[src/rtl/vector_sync_pkg.sv]
// Shared types and helpers for the vector_sync_qualifier destination-domain qualifier.
package vector_sync_pkg;

  typedef enum logic {ST_STABLE, ST_SETTLING} qual_state_e;

  // Width of a counter that must hold values 0..n inclusive.
  function automatic int clog2_cnt(input int n);
    return (n < 1) ? 1 : $clog2(n + 1);
  endfunction

endpackage

[src/rtl/vector_sync_qualifier.sv]
// Publishes a synchronised vector only after it has held identical for pSTABLE_CYCLES samples.
// Optional rejected-candidate counter enabled by defining VECTOR_SYNC_GLITCH_CNT_EN.
module vector_sync_qualifier
  import vector_sync_pkg::*;
#(
  parameter int                pWIDTH         = 18,
  parameter int                pSTABLE_CYCLES = 3,
  parameter logic [pWIDTH-1:0] pRESET_VALUE   = '0,
  parameter int                pGLITCH_W      = 8
) (
  input  logic                 clock,
  input  logic                 rst_n,
  input  logic [pWIDTH-1:0]    ivector,
  output logic [pWIDTH-1:0]    ovector,
  output logic                 ochange,
  output logic                 osettling,
  input  logic                 iclr_glitch,
  output logic [pGLITCH_W-1:0] oglitch_cnt
);

  localparam int            CW       = clog2_cnt(pSTABLE_CYCLES);
  localparam logic [CW-1:0] CNT_LAST = CW'(pSTABLE_CYCLES - 1);

  if (pSTABLE_CYCLES < 1) begin : g_bad_stable
    $error("vector_sync_qualifier: pSTABLE_CYCLES must be >= 1");
  end
  if (pWIDTH < 1) begin : g_bad_width
    $error("vector_sync_qualifier: pWIDTH must be >= 1");
  end

  qual_state_e       state_q, state_d;
  logic [pWIDTH-1:0] cand_q, cand_d;
  logic [CW-1:0]     cnt_q, cnt_d;
  logic [pWIDTH-1:0] ovector_d;
  logic              change_d;
  logic              glitch_ev;

  always_ff @(posedge clock or negedge rst_n) begin
    if (!rst_n) begin
      state_q <= ST_STABLE;
      cand_q  <= '0;
      cnt_q   <= '0;
      ovector <= pRESET_VALUE;
      ochange <= 1'b0;
    end else begin
      state_q <= state_d;
      cand_q  <= cand_d;
      cnt_q   <= cnt_d;
      ovector <= ovector_d;
      ochange <= change_d;
    end
  end

  // cand always equals the previous sample while SETTLING, so cnt is the run length.
  always_comb begin
    state_d   = state_q;
    cand_d    = cand_q;
    cnt_d     = cnt_q;
    ovector_d = ovector;
    change_d  = 1'b0;
    glitch_ev = 1'b0;
    case (state_q)
      ST_STABLE: begin
        if (ivector != ovector) begin
          if (pSTABLE_CYCLES == 1) begin
            ovector_d = ivector;
            change_d  = 1'b1;
          end else begin
            cand_d  = ivector;
            cnt_d   = CW'(1);
            state_d = ST_SETTLING;
          end
        end
      end
      ST_SETTLING: begin
        if (ivector == cand_q) begin
          if (cnt_q == CNT_LAST) begin
            ovector_d = cand_q;
            change_d  = 1'b1;
            state_d   = ST_STABLE;
            cnt_d     = '0;
          end else begin
            cnt_d = cnt_q + CW'(1);
          end
        end else if (ivector == ovector) begin
          state_d   = ST_STABLE;
          cnt_d     = '0;
          glitch_ev = 1'b1;
        end else begin
          cand_d    = ivector;
          cnt_d     = CW'(1);
          glitch_ev = 1'b1;
        end
      end
      default: begin
        state_d = ST_STABLE;
        cnt_d   = '0;
      end
    endcase
  end

  assign osettling = (state_q == ST_SETTLING);

`ifdef VECTOR_SYNC_GLITCH_CNT_EN
  logic [pGLITCH_W-1:0] glitch_q;

  // Clear wins over a same-cycle glitch event.
  always_ff @(posedge clock or negedge rst_n) begin
    if (!rst_n) begin
      glitch_q <= '0;
    end else if (iclr_glitch) begin
      glitch_q <= '0;
    end else if (glitch_ev && (glitch_q != '1)) begin
      glitch_q <= glitch_q + pGLITCH_W'(1);
    end
  end

  assign oglitch_cnt = glitch_q;
`else
  logic unused_glitch;
  assign unused_glitch = iclr_glitch ^ glitch_ev;
  assign oglitch_cnt   = '0;
`endif

endmodule

[config.mk]
export PLATFORM = sky130hd
export DESIGN_NAME = vector_sync_qualifier
export DESIGN_NICKNAME = d
export VERILOG_FILES = /design/src/rtl/vector_sync_pkg.sv /design/src/rtl/vector_sync_qualifier.sv
export SDC_FILE = /design/constraint.sdc
export NUM_CORES = 1
export LEC_CHECK = 0
export ABC_CLOCK_PERIOD_IN_PS = 1700
export CAP_MARGIN = 40
export CORE_MARGIN = 3
export CORE_UTILIZATION = 40
export CTS_CLUSTER_SIZE = 28
export DETAILED_ROUTE_END_ITERATION = 16
export PLACE_DENSITY = 0.69
export SETUP_SLACK_MARGIN = 0.1
export SYNTH_ARGS = -nofsm -noshare
export SYNTH_HDL_FRONTEND = slang
export SYNTH_SLANG_ARGS = --single-unit
[constraint.sdc]
create_clock -name clock -period 1.7 [get_ports clock]
set_input_delay 0.51 -clock clock [delete_from_list [all_inputs] [get_ports clock]]
set_output_delay 0.51 -clock clock [all_outputs]
set_load 0.03 [all_outputs]
Word level (Yosys, flattened, before mapping)
Index checks and enable logic that the tools add are counted.

storage, ports and cells
  output and inout port bits = 28
  bits in registers = 40
  input port bits = 21

operators by class
  equality and inequality tests = 7
  add/subtract/negate cells = 1
  bitwise logic cells = 1
  reduce and logical (&&, ||, !) cells = 2
  mux-type cells = 17

operators by type and width
  kind                 count
  $mux 18              3
  $eq 18x18->1         2
  $pmux 18 s2          1
  $ne 18x18->1         1
  $mux 1               8
  $mux 2               3
  $ne 2x2->1 const B   3
  $reduce_and 3->1     2
  $pmux 2 s2           1
  $add 2x1->2 const B  1
  $eq 2x2->1 const B   1
  $pmux 1 s2           1
  $not 1->1            1

Depth between registers and ports, before layout
Gate-level depths: netlist of the first run.

  depth in word-level cells = 4
  depth in mapped cells = 7

Least setup slack after synthesis of the first run
OpenSTA, ideal clock, no wires.

  path kind = reg-to-reg
  start = register ovector[14]
  end = register cand_q[0]
  required time = 1,575 ps
  path buffers = 1
  cell stages (with the launch flop) = 7
  data arrival time = 1,830 ps
  setup slack = -254 ps
  cells stage by stage = dfrtp_1 -> xor2_1 -> nor4_1 -> nand4_1 -> nand2_2 -> buf_4 -> mux2_2

between the ends
  cells in the longest elaborated chain, start to end = 3
  elaborated cells between the ends (all ways) = 5
  those cells by class = 4 x eq/ne; 1 x reduce/logical

ends and longest elaborated chain
  item                                                 RTL line                                                  RTL
  from (decl)                                          vector_sync_qualifier.sv:14                               output logic [pWIDTH-1:0] ovector,
  from (signal assigned)                               vector_sync_qualifier.sv:43                               ovector <= pRESET_VALUE;
  from (signal assigned)                               vector_sync_qualifier.sv:49                               ovector <= ovector_d;
  $eq 18x18->1 / $ne 18x18->1 (equally long branches)  vector_sync_qualifier.sv:85, vector_sync_qualifier.sv:64
  $ne 2x2->1 (no source line)                          n/a
  $reduce_and 3->1 (no source line) *                  n/a
  to (signal assigned)                                 vector_sync_qualifier.sv:47                               cand_q <= cand_d;
  to (decl)                                            vector_sync_qualifier.sv:32                               logic [pWIDTH-1:0] cand_q, cand_d;

Every way passes the cells marked *; elsewhere a longest branch is shown, timed or not.
A chain may end at the register's enable or synchronous reset.

Worst setup path after layout of the first run
  start = input ivector[6]
  end = register cand_q[8]

between the ends
  cells in the longest elaborated chain, start to end = 3
  elaborated cells between the ends (all ways) = 7
  those cells by class = 6 x eq/ne; 1 x reduce/logical

ends and longest elaborated chain
  item                                        RTL line                     RTL
  from (decl)                                 vector_sync_qualifier.sv:13  input logic [pWIDTH-1:0] ivector,
  $eq 18x18->1, or another cell as far along  vector_sync_qualifier.sv:85  end else if (ivector == ovector) begin
  $ne 2x2->1 (no source line)                 n/a
  $reduce_and 3->1 (no source line) *         n/a

Marked as above.

==> results.sh, run 1 <==
export IMPL_status="finished with violations"
export IMPL_failed_checks="setup timing"
export IMPL_place_hpwl_um=3320
export IMPL_cts_root_buf="clkbuf_8"
export IMPL_worst_ep_arrival_time_ns=2.11
export IMPL_synth_area_leaders="dfrtp_1 49%, mux2_2 14%, xnor2_1 13%"
export IMPL_synth_distinct_cells=24
export IMPL_ctsHtreeMaxLevel=2
export IMPL_max_vdd_ir_drop_mv=0.478
export IMPL_design_area_sq_mm=0.00315
export IMPL_dr_pass1_iters=4
export IMPL_die_y_um=77.2
export IMPL_grt_max_degree=26
export IMPL_yosys_register_bits=40
export IMPL_cts_tree="yes"
export IMPL_r2r_slack_ns=-0.21
export IMPL_path_class="input pin to flop"
export IMPL_layout_commonest_cell="buf_4"
export IMPL_postCtsHoldBufs=0
export IMPL_regArea_sq_mm=0.00101
export IMPL_diodes=0
export IMPL_ant_nets=0
export IMPL_drive_above_1_share_pct=68.4
export IMPL_r2r_end="cand_q[8]"
export IMPL_numPortBuffers=39
export IMPL_holdWs_ns=0.132
export IMPL_end_kind="flop"
export IMPL_gp_congestion=0.801
export IMPL_hp_class="input pin to asynchronous set/reset pin"
export IMPL_r2r_start="ovector[6]"
export IMPL_cp_max_fo=6
export IMPL_placeableCoreArea_sq_mm=0.00482
export IMPL_gr_total_overflow=0
export IMPL_multi_input_area_sq_mm=0.00116
export IMPL_start_util_pct=42.1
export IMPL_cts_buffers=5
export IMPL_syn_area_per_cell_sq_um=13.5
export IMPL_grt_pass1_vias=1639
export IMPL_fin_ws_ns=-0.236
export IMPL_clkSinkCount=40
export IMPL_max_freq_mhz=516
export IMPL_routed_wl_um=4940
export IMPL_rsz0062_at_grt="true"
export IMPL_cp_required_ns=1.87
export IMPL_yosysTopAreaCellShare_pct=49.4
export IMPL_vias=1505
export IMPL_clock_skew_ns=0.00877
export IMPL_gr_usage_all_layers_pct=17.7
export IMPL_finalNonFillerCells=314
export IMPL_post_drt_wl_per_cell_um=15.7
export IMPL_critPathLaunch="ivector[6]"
export IMPL_power_uw=2180
export IMPL_clock_tree_buffer_depth=2
export IMPL_grt_pass1_wl_um=8270
export IMPL_startpoint_type="input pin"
export IMPL_worst_skew_pair_late_latency_ns=0.29
export IMPL_io_pins=49
export IMPL_fin_crit_ns=1.94
export IMPL_drc=0
export IMPL_ys_seq_area_share_pct=49.4
export IMPL_placedCellCount=294
export IMPL_finalCritPeriodShare_pct=114
export IMPL_synth_top_cell_by_area="dfrtp_1"
export IMPL_final_cell_mix="45 x buf_4, 29 x dfrtp_1, 28 x mux2_4, 25 x buf_2, 17 x xnor2_1"
export IMPL_nNetsFinal=267
export IMPL_timing_final_hold_violations=0
export IMPL_dieWidth_um=77.2
export IMPL_syn_cell_area_sq_mm=0.00203
export IMPL_pre_cts_slack_ns=-0.804
export IMPL_n_fill_cell=356
export IMPL_final_max_slew_viol_count=0
export IMPL_setup_viol=38
export IMPL_synth_cells=150
export IMPL_dieArea_sq_mm=0.00595
export IMPL_leakagePower_uw=0.00154
export IMPL_power_density_mw_per_mm2=691
export IMPL_drt_iter0_drc=54
export IMPL_avgViaCountPerCell=4.79
export IMPL_ff2ff_path_depth=6
export IMPL_clk_pin_slew_ns=0.08
export IMPL_maxCapViolCount=0
export IMPL_yosys_warnings=0
export IMPL_area_growth_pct=55.7
export IMPL_row_count=25
export IMPL_antenna_found_initial=0
export IMPL_placed_area_sq_mm=0.00281
per-stage QoR:
| stage | utilization, % | setup TNS [ns] |
|---|---|---|
| floorplan | - | -3.20 |
| global placement | 58.4 | -29.18 |
| detailed placement | 58.4 | -30.01 |
| CTS | 63.9 | -4.65 |
| global route | 65.5 | -9.19 |
| finish | 65.5 | -5.91 |
cells in the mapped netlist:
master / n
xnor2_1: 29
nor2_1: 2
or3_1: 1
nor3b_1: 1
nand3_1: 2
mux2i_1: 1
xor2_1: 7
mux2_4: 10
nor4_1: 1
buf_6: 1
nand2_2: 1
nand4_1: 9
conb_1: 1
buf_4: 9
nor3_2: 1
nor3_1: 1
nor2_2: 2
and3_4: 1
inv_1: 1
o211ai_1: 1
dfrtp_1: 40
nand3_4: 1
mux2_2: 26
or2_2: 1
cells by family (layout without fill, tap and decap cells):
| family | Yosys count | count (layout) | share of synthesized area [%] |
|---|---|---|---|
| other | 1 | 8 | 0.185 |
| flip-flops | 40 | 40 | 49.4 |
| AND/OR/NAND/NOR | 24 | 24 | 8.03 |
| multiplexers | 37 | 37 | 22.4 |
| buffers and inverters | 11 | 101 | 4.08 |
| AO/OA/AOI/OAI | 1 | 1 | 0.371 |
| XOR/XNOR | 36 | 36 | 15.6 |
repair_timing:
item / 4_1_cts / 5_1_grt
gates cloned: 2 / 0
setup endpoints to repair: 60 / 42
buffers inserted: 6 / 5
gates resized for setup: 175 / 25
pin swaps: 26 / 9
endpoints found under the hold margin: 0 / 0
metal layers:
layer	part of all wire, %	up-vias	wire [um]	track usage [%]
met5	0	-	0	0
met4	1.4	0	68	5.34
met3	3.8	8	189	3.87
met2	54	37	2660	30.8
met1	41	763	2030	21.7
li1	-	697	-	-
critical path, cell delays in order:
cell	delay, ns
buf_6	0.09
buf_6	0.11
xor2_2	0.17
nor4_2	0.34
nand4_1	0.24
nand2_4	0.19
buf_8	0.15
mux2_4	0.30
area by class of cell:
type | instances | area share [%]
Multi-Input combinational cell | 106 | 36.9
Sequential cell | 40 | 32.2
Timing Repair Buffer | 92 | 23.9
Tap cell | 67 | 2.66
Clock buffer | 6 | 2.30
Clock inverter | 2 | 1.90
Inverter | 1 | 0.119
registers in the layout, summed over array words and instances, names as in the netlist:
signal	count
ochange	1
cand_q	18
osettling	1
cnt_q	2
ovector	18
worst max path at each step:
stage,to
final,cand_q[8]
after CTS,cand_q[8]
after global routing,cand_q[10]
after global placement,cand_q[1]
after floorplan,cand_q[0]
after detailed placement,cand_q[16]
power by group:
group          leakage, uW  total (uW)  switching (uW)  internal [uW]
Sequential        0.000488         992            19.7            972
Clock            0.0000654         914             327            587
Combinational     0.000985         274             127            147
Total              0.00154        2180             474           1710
(Power assumes the default switching activity.)
==> run 2, diff against run 1 <==
--- a/config.mk
+++ b/config.mk
@@ -6,13 +6,14 @@
 export NUM_CORES = 1
 export LEC_CHECK = 0
 export ABC_CLOCK_PERIOD_IN_PS = 1700
-export CAP_MARGIN = 40
+export CAP_MARGIN = 20
 export CORE_MARGIN = 3
 export CORE_UTILIZATION = 40
 export CTS_CLUSTER_SIZE = 28
 export DETAILED_ROUTE_END_ITERATION = 16
 export PLACE_DENSITY = 0.69
 export SETUP_SLACK_MARGIN = 0.1
+export SKIP_CTS_REPAIR_TIMING = 1
 export SYNTH_ARGS = -nofsm -noshare
 export SYNTH_HDL_FRONTEND = slang
 export SYNTH_SLANG_ARGS = --single-unit
==> results.sh, run 2 (same netlist as run 1, synthesis figures left out) <==
export IMPL_avgViaCountPerCell=4.74
export IMPL_power_density_mw_per_mm2=687
export IMPL_numPortBuffers=39
export IMPL_reg_top3="cand_q x18, ovector x18, cnt_q x2"
export IMPL_drc=0
export IMPL_gr_total_overflow=0
export IMPL_drt_iter0_drc=62
export IMPL_routed_wl_um=4660
export IMPL_path_class="flop to flop"
export IMPL_placed_area_sq_mm=0.00281
export IMPL_diodes=0
export IMPL_nNetsFinal=260
export IMPL_dr_pass1_iters=4
export IMPL_ctsHtreeMaxLevel=2
export IMPL_grt_pass1_wl_um=7470
export IMPL_max_vdd_ir_drop_mv=0.494
export IMPL_start_util_pct=42.1
export IMPL_die_y_um=77.2
export IMPL_clk_pin_slew_ns=0.08
export IMPL_startpoint_type="flop"
export IMPL_maxCapViolCount=0
export IMPL_area_growth_pct=55.5
export IMPL_end_kind="flop"
export IMPL_holdWs_ns=0.129
export IMPL_fin_ws_ns=-0.171
export IMPL_cp_top_family="simple AND/OR/NAND/NOR gates"
export IMPL_ant_nets=0
export IMPL_worst_skew_pair_late_latency_ns=0.29
export IMPL_setup_viol=38
export IMPL_timing_final_hold_violations=0
export IMPL_rsz0062_at_grt="true"
export IMPL_grt_pass1_vias=1583
export IMPL_failed_checks="setup timing"
export IMPL_dieArea_sq_mm=0.00595
export IMPL_cpMaxStageDelayCell="dfrtp_2"
export IMPL_fin_crit_ns=1.87
export IMPL_clock_skew_ns=0.00953
export IMPL_worst_ep_arrival_time_ns=2.04
export IMPL_placeableCoreArea_sq_mm=0.00482
export IMPL_cp_buffers_inverters=1
export IMPL_grt_max_degree=26
export IMPL_final_cell_mix="38 x buf_4, 29 x dfrtp_1, 28 x mux2_4, 23 x xnor2_1, 22 x dlymetal6s2s_1"
export IMPL_tns_ns=-4.87
export IMPL_gp_congestion=0.801
export IMPL_vias=1454
export IMPL_dieWidth_um=77.2
export IMPL_clock_tree_buffer_depth=2
export IMPL_status="finished with violations"
export IMPL_drive_above_1_share_pct=56.3
export IMPL_finalCritPeriodShare_pct=110
export IMPL_place_hpwl_um=3320
export IMPL_cp_max_fo=6
export IMPL_cp_cell_sequence="xor2_1 -> nor4_2 -> nand4_1 -> nand2_2 -> buf_6 -> mux2_4"
export IMPL_gr_usage_all_layers_pct=15.8
export IMPL_cts_root_buf="clkbuf_8"
export IMPL_max_stage_delay_ns=0.41
export IMPL_cts_buffers=5
export IMPL_layout_commonest_cell="buf_4"
export IMPL_hp_class="input pin to asynchronous set/reset pin"
export IMPL_cp_required_ns=1.87
export IMPL_cts_tree="yes"
export IMPL_clkSinkCount=40
export IMPL_max_freq_mhz=534
export IMPL_leakagePower_uw=0.00165
export IMPL_final_max_slew_viol_count=0
export IMPL_post_drt_wl_per_cell_um=15.2
export IMPL_io_pins=49
export IMPL_design_area_sq_mm=0.00315
export IMPL_antenna_found_initial=0
export IMPL_row_count=25
-- run 2: worst register-to-register path, stage by stage (launching register included) --
cell	delay [ns]
dfrtp_2	0.41
xor2_1	0.17
nor4_2	0.34
nand4_1	0.18
nand2_2	0.18
buf_6	0.17
mux2_4	0.31
-- run 2: final timing paths --
path,start,endpoint,slack [ns],depth (start not counted)
setup / recovery,ovector[14],cand_q[11],-0.17,6
hold / removal,rst_n,cand_q[3],0.13,1
hold reg to reg,cnt_q[0],ochange,0.52,1
min in group clock,cnt_q[0],ochange,0.52,1
setup reg to reg,ovector[14],cand_q[11],-0.17,6
max in group asynchronous,rst_n,ovector[14],1.10,2
-- run 2: layout make-up --
class | count | area, sq um
sequential | 40 | 1010
clock inverter | 2 | 60.1
clock buffer | 6 | 72.6
multi-input combinational | 106 | 1120
tap | 67 | 83.8
timing repair buffer | 85 | 797
fill | 355 | 1670
inverter | 1 | 3.75
-- run 2: routing by layer --
metal	up-vias	GRT usage (%)	part of all wire (%)
li1	683	-	-
met1	724	19.8	43
met2	40	26.6	52
met3	7	3.99	4.3
met4	0	5.34	1.2
met5	-	0	0
-- run 2: through the flow --
stage	instances	setup WS, ns	power (uW)	utilization (%)
floorplan	157	-0.171	1130	-
global placement	294	-0.783	1240	58.4
detailed placement	294	-0.804	1250	58.4
CTS	302	-0.488	2160	61.2
global route	307	-0.275	2250	65.4
finish	307	-0.171	2160	65.4
-- run 2: power by group --
| part | total (uW) | switching [uW] | internal [uW] |
|---|---|---|---|
| clock network | 914 | 327 | 587 |
| logic | 260 | 121 | 140 |
| registers | 990 | 17.1 | 972 |
| total | 2160 | 465 | 1700 |
